==> config.mk <==
export PLATFORM = sky130hd
export DESIGN_NAME = bram_arbiter
export DESIGN_NICKNAME = d
export VERILOG_FILES = /design/src/rtl/bram_pkg.sv /design/src/rtl/rr_arbiter2.sv /design/src/rtl/bram_arbiter.sv
export SDC_FILE = /design/constraint.sdc
export NUM_CORES = 1
export LEC_CHECK = 0
export ABC_CLOCK_PERIOD_IN_PS = 1400
export CAP_MARGIN = 20
export CORE_MARGIN = 1.5
export CORE_UTILIZATION = 25
export DETAILED_ROUTE_END_ITERATION = 8
export HOLD_SLACK_MARGIN = 0.1
export PLACE_DENSITY_LB_ADDON = 0.1
export RECOVER_POWER = 100
export SLEW_MARGIN = 25
export SYNTH_ARGS = -nofsm -noshare
export SYNTH_HDL_FRONTEND = slang
export SYNTH_SLANG_ARGS = --single-unit
==> constraint.sdc <==
create_clock -name clk -period 1.4 [get_ports clk]
set_clock_uncertainty 0.1 [all_clocks]
set_input_delay 0.35 -clock clk [delete_from_list [all_inputs] [get_ports clk]]
set_output_delay 0.35 -clock clk [all_outputs]
set_load 0.02 [all_outputs]
==> src/rtl/bram_pkg.sv <==
// Shared definitions for the two-port BRAM arbiter: default geometry and port identifiers.
package bram_pkg;

  localparam int unsigned RAM_WIDTH_DEF = 16;
  localparam int unsigned RAM_DEPTH_DEF = 1024;

  typedef enum logic {
    PORT_A = 1'b0,
    PORT_B = 1'b1
  } port_e;

  function automatic port_e other_port(input port_e p);
    return (p == PORT_A) ? PORT_B : PORT_A;
  endfunction

endpackage

==> src/rtl/rr_arbiter2.sv <==
// Two-input round-robin arbiter with a combinational grant and a registered priority pointer.
module rr_arbiter2
  import bram_pkg::*;
(
  input  logic clk,
  input  logic rst_ni,
  input  logic req_a_i,
  input  logic req_b_i,
  input  logic accept_i,
  output logic gnt_a_o,
  output logic gnt_b_o
);

  port_e prio_q, prio_d;
  logic  win_a;
  logic  win_b;

  // Grants are forced low while reset is asserted so no command can slip in.
  always_comb begin
    win_a   = req_a_i && (!req_b_i || (prio_q == PORT_A));
    win_b   = req_b_i && !win_a;
    gnt_a_o = rst_ni && win_a;
    gnt_b_o = rst_ni && win_b;
  end

  always_comb begin
    prio_d = prio_q;
    if (accept_i) begin
      prio_d = other_port(win_a ? PORT_A : PORT_B);
    end
  end

  always_ff @(posedge clk or negedge rst_ni) begin
    if (!rst_ni) begin
      prio_q <= PORT_A;
    end else begin
      prio_q <= prio_d;
    end
  end

endmodule

==> src/rtl/bram_arbiter.sv <==
// Shares one single-port BRAM between requesters A and B through a registered issue stage
// and routes each read return back to the port that issued it.
module bram_arbiter
  import bram_pkg::*;
#(
  parameter int unsigned RAM_WIDTH  = RAM_WIDTH_DEF,
  parameter int unsigned RAM_DEPTH  = RAM_DEPTH_DEF,
  parameter int unsigned ADDR_WIDTH = $clog2(RAM_DEPTH)
) (
  input  logic                  clk,
  input  logic                  rst_ni,

  input  logic                  a_req_i,
  input  logic                  a_we_i,
  input  logic [ADDR_WIDTH-1:0] a_addr_i,
  input  logic [RAM_WIDTH-1:0]  a_wdata_i,
  output logic                  a_gnt_o,
  output logic                  a_rvalid_o,
  output logic [RAM_WIDTH-1:0]  a_rdata_o,

  input  logic                  b_req_i,
  input  logic                  b_we_i,
  input  logic [ADDR_WIDTH-1:0] b_addr_i,
  input  logic [RAM_WIDTH-1:0]  b_wdata_i,
  output logic                  b_gnt_o,
  output logic                  b_rvalid_o,
  output logic [RAM_WIDTH-1:0]  b_rdata_o,

  output logic                  bram_we_o,
  output logic                  bram_re_o,
  output logic [ADDR_WIDTH-1:0] bram_addr_o,
  output logic [RAM_WIDTH-1:0]  bram_din_o,
  input  logic [RAM_WIDTH-1:0]  bram_dout_i
);

  logic                  gnt_a;
  logic                  gnt_b;
  logic                  accept;

  logic                  sel_we;
  logic [ADDR_WIDTH-1:0] sel_addr;
  logic [RAM_WIDTH-1:0]  sel_wdata;
  port_e                 sel_owner;

  logic                  we_q, we_d;
  logic                  re_q, re_d;
  logic [ADDR_WIDTH-1:0] addr_q, addr_d;
  logic [RAM_WIDTH-1:0]  din_q, din_d;
  port_e                 tag_q, tag_d;

  logic                  pend_q, pend_d;
  port_e                 owner_q, owner_d;

  rr_arbiter2 u_arb (
    .clk      (clk),
    .rst_ni   (rst_ni),
    .req_a_i  (a_req_i),
    .req_b_i  (b_req_i),
    .accept_i (accept),
    .gnt_a_o  (gnt_a),
    .gnt_b_o  (gnt_b)
  );

  assign accept = gnt_a || gnt_b;

  always_comb begin
    sel_owner = gnt_b ? PORT_B : PORT_A;
    sel_we    = gnt_b ? b_we_i    : a_we_i;
    sel_addr  = gnt_b ? b_addr_i  : a_addr_i;
    sel_wdata = gnt_b ? b_wdata_i : a_wdata_i;
  end

  // Address, data and tag hold when idle; only the strobes drop back to zero.
  always_comb begin
    we_d    = accept && sel_we;
    re_d    = accept && !sel_we;
    addr_d  = accept ? sel_addr  : addr_q;
    din_d   = accept ? sel_wdata : din_q;
    tag_d   = accept ? sel_owner : tag_q;
    pend_d  = re_q;
    owner_d = tag_q;
  end

  always_ff @(posedge clk or negedge rst_ni) begin
    if (!rst_ni) begin
      we_q    <= 1'b0;
      re_q    <= 1'b0;
      addr_q  <= '0;
      din_q   <= '0;
      tag_q   <= PORT_A;
      pend_q  <= 1'b0;
      owner_q <= PORT_A;
    end else begin
      we_q    <= we_d;
      re_q    <= re_d;
      addr_q  <= addr_d;
      din_q   <= din_d;
      tag_q   <= tag_d;
      pend_q  <= pend_d;
      owner_q <= owner_d;
    end
  end

  assign a_gnt_o     = gnt_a;
  assign b_gnt_o     = gnt_b;

  assign bram_we_o   = we_q;
  assign bram_re_o   = re_q;
  assign bram_addr_o = addr_q;
  assign bram_din_o  = din_q;

  assign a_rvalid_o  = pend_q && (owner_q == PORT_A);
  assign b_rvalid_o  = pend_q && (owner_q == PORT_B);
  assign a_rdata_o   = a_rvalid_o ? bram_dout_i : '0;
  assign b_rdata_o   = b_rvalid_o ? bram_dout_i : '0;

endmodule

# Word-level counts from Yosys, hierarchy flattened
# Index checks and enable logic that the tools add are counted.
# word_totals
register_bits	32
latch_bits	0
ram_bits	0
mem_bits_ro	0
inputBits	74
out_inout_bits	64
elab_cells	30
n_memories	0
# op_classes
addsub	0
multipliers	0
div_mod_pow	0
order_cmp	0
n_eq_ne	0
n_shift	0
muxes	7
bitwise_logic	2
n_reduce_logical	13
# op_table
operator	n
2-to-1 mux 16 bit	3
2-to-1 mux 10 bit	1
logical AND 1 bit	8
logical NOT 1 bit	3
2-to-1 mux 1 bit	3
logical OR 1 bit	2
NOT 1 bit	2

# Logic depth before layout (Yosys ltp)
# depth
word_depth	9
depth_mapped	5
depth_no_buf	3

# Cells and area by module
# Synthesis repeated with hierarchy kept, for this count alone.
# unflattened
hier_cells	173
area_unflattened_um2	1679.1
# by_module_without_submodules
module	n_inst	cells_each	area_each_um2	seq_area_each_um2
bram_arbiter	1	164	1606.5	775.7
rr_arbiter2	1	9	72.6	25.0

# Worst setup path before layout
# No wires, ideal clock.
# synth_timing
path_type	flip-flop to output port
start	reg owner_q
end	out a_rdata_o[10]
arrival_time_ns	1.148
t_required_ns	0.950
setup_slack_ns	-0.198
path_stages_with_launch	4
path_buffers	1
path_cell_list	dfrtp_1 > and2b_1 > buf_2 > and2_1
# synth_via
elab_chain_cells	3
# synth_rtl
item	line_no	text
start, declared	bram_arbiter.sv:52	port_e owner_q, owner_d;
start signal, assigned	bram_arbiter.sv:100	owner_q <= owner_d;
NOT 1 bit	bram_arbiter.sv:112	assign a_rvalid_o = pend_q && (owner_q == PORT_A);
logical AND 1 bit	bram_arbiter.sv:112	
net a_rvalid_o	bram_arbiter.sv:18	output logic a_rvalid_o,
2-to-1 mux 16 bit	bram_arbiter.sv:114	assign a_rdata_o = a_rvalid_o ? bram_dout_i : '0;
end, declared	bram_arbiter.sv:19	output logic [RAM_WIDTH-1:0] a_rdata_o,
# The timed path passes the listed nets, and every way through them passes these cells.

# Final worst setup path
# layout_timing
start	reg owner_q
end	out a_rdata_o[0]
# layout_via
elab_chain_cells	3
# layout_rtl
item	line_no
NOT 1 bit	bram_arbiter.sv:112
logical AND 1 bit	bram_arbiter.sv:112
2-to-1 mux 16 bit	bram_arbiter.sv:114
# No other way between the ends.

==> flow_summary.ini <==
[synth]
syn_area_mm2 = 0.00183
synth-edff-count = 0
synth_area_leader_cell = dfrtp_1
yosys-top-cells-count = dfrtp_1, a31oi_1, nor2_1, o21ai_1, and2_1
syn_inst = 207
post_synth_num_cell_types = 22
ys_seq_area_share_pct = 43.9
ys_warn_count = 0
yosysTopAreaCellShare_pct = 43.9
synth_ff_type = dfrtp_1
synthTopCellsByArea = dfrtp_1, a31oi_1, and2_1, and3_1, nand3_2
ys_ff_latch = 32
yosysMostFrequentCell = dfrtp_1
async_flop_share_pct = 100
avgSynthCellArea_um2 = 8.82
syn_nets = 281

[timing]
tightest_slew_ps = 360
setup_tns_ps = -11340
holdWs_ps = 246
setup_violations = 36
finalCritPeriodShare_pct = 126
finalMaxSlewViolations = 0
fin_ws_ps = -359
fin_crit_ps = 1760
timing.fmax_mhz = 569
hold_viol = 0
relSlewSlack_pct = 76.0
rsz0062_at_grt = yes

[hold_path]
hp-class = in2async

[power_and_ir_drop]
clkPwrFrac_pct = 22.1
seqPwrFrac_pct = 36.8
p_comb_share_pct = 41.1
p_int_mw = 2.02
p_leak_nw = 1.53
p_sw_share_pct = 33.8
vdd_drop_max_mv = 0.441
p_per_area_mw_per_mm2 = 853
switching_power_mw = 1.03

[cells_and_area]
stdcell_area_mm2 = 0.00358
area_growth_pct = 96.2
drive_gt1_share_pct = 36.8
final_cells = 452
final_nets = 430
insertedDiodeCount = 0

[route]
via_count = 2079
routed_via_density = 4.60
routedWlPerCell_um = 15.5
dr.pass1.iters = 4
ant_nets = 0
drc = 0
drt-total-wl_mm = 7.02
drtIter0Drc = 85

[global_route]
grt_pass1_wl_mm = 9.93
antenna_found_initial = 0
gr-usage-met3_pct = 4.66
grt_use_met1_pct = 21.8
grt_pass1_vias = 1918
grt_max_degree = 37
use_met2_pct = 27.0
overflow = 0
grt_usage_pct = 16.7
busiest_layer = met2

[clocking]
clk_pin_slew_ps = 60
clkLatencyLatePin_ps = 280
cts_tree = built
cts_made_buffers = 5
cts-htree-levels = 2
clock_path_buffers = 2
cts_sinks = 32
hold_buffers = 0
clock-root-buffer = clkbuf_8

[setup_path]
crit_required_ps = 950
crit_type = reg2out
cp-end-kind = output port
cp_max_fo = 6
cp.arrival_ps = 1310
start_kind = register

[place]
io_buffers = 137
placed_cell_area_mm2 = 0.00335
pre_cts_slack_ps = -718
numPlacedInstances = 437
place_congestion = 0.741
place_hpwl_mm = 4.65

[die]
design.portCount = 138
die_y_um = 88.5
die-area_mm2 = 0.00782
rows = 30
start_util_pct = 26.3
core_area_mm2 = 0.00694
die-width_um = 88.5

[flow_run]
maxCapViolations = 0

[run_status]
violations = setup timing
status = finished with violations
[final cells by class]
class | count | area [µm²]
Clock buffer | 6 | 72.6
Clock inverter | 1 | 5.00
Fill cell | 693 | 3360
Multi-Input combinational cell | 154 | 961
Sequential cell | 32 | 802
Tap cell | 96 | 120
Timing Repair Buffer | 163 | 1620
[power by group through the flow]
stage | clock [mW] | sequential [mW] | combinational (mW)
after floorplan | 0 | 1.28 | 0.421
after global placement | 0 | 1.13 | 1.20
after detailed placement | 0 | 1.14 | 1.20
after CTS | 0.695 | 1.12 | 1.21
after global routing | 0.733 | 1.14 | 1.35
final | 0.675 | 1.12 | 1.26
[logic make-up after synthesis]
| group | Yosys count | synth area share, % |
|---|---|---|
| AOI/OAI and AO/OA | 59 | 18.2 |
| buffers and inverters | 21 | 8.36 |
| DFF | 32 | 43.9 |
| and+or+nand+nor | 95 | 29.5 |
[final timing paths]
check	from	slack [ps]	cells after the start	end
worst max-delay path	owner_q	-360	4	a_rdata_o[0]
worst min-delay path	rst_ni	250	3	bram_din_o[0]
worst max register to register	u_arb.prio_q	50	5	bram_din_o[0]
worst min register to register	owner_d	280	0	owner_q
max in group asynchronous	rst_ni	690	3	u_arb.prio_q
min in group clk	owner_d	280	0	owner_q
[stage by stage]
| step | util [%] | total power [mW] |
|---|---|---|
| 2_1_floorplan | - | 1.70 |
| 3_3_place_gp | 48.3 | 2.33 |
| 3_5_place_dp | 48.3 | 2.34 |
| 4_1_cts | 51.0 | 3.03 |
| 5_1_grt | 51.6 | 3.22 |
| 6_report | 51.6 | 3.05 |
[metal layers]
| metal | up-vias | part of all wire, % |
|---|---|---|
| met1 | 961 | 45 |
| met3 | 8 | 7.0 |
| met2 | 75 | 47 |
| met4 | 0 | 0.87 |
| met5 | - | 0 |
| li1 | 1035 | - |
[critical path, stage by stage (launching register included)]
cell and delay (ps):
dfrtp_1 390, and2b_2 270, buf_6 130, and2_4 130
buf_6 110
[state kept, by name (all words and copies together) (netlist names)]
register and cells:
owner_q 1, bram_addr_o 10, bram_din_o 16, owner_d 1, u_arb.prio_q 1, bram_we_o 1, bram_re_o 1, pend_q 1
[layout by cell type (no fill, tap or decap), types with 3 or more instances in the layout]
master / n
a31oi_1: 26
and2_4: 16
and3_1: 17
buf_12: 3
buf_2: 4
buf_4: 9
buf_6: 28
clkbuf_1: 7
clkbuf_2: 11
clkbuf_8: 5
clkdlybuf4s15_2: 27
clkdlybuf4s50_1: 70
dfrtp_1: 31
nand3_1: 17
nand3_2: 10
nor2_1: 26
o21ai_0: 8
o21ai_1: 16
o21ai_2: 5
[timing repair]
item | CTS | global route
setup endpoints to repair | 92 | 75
resized for setup | 270 | 33
buffers inserted | 2 | 1
gates cloned | 1 | 5
pin swaps | 8 | 8
Power figures use the tool's default switching activity.
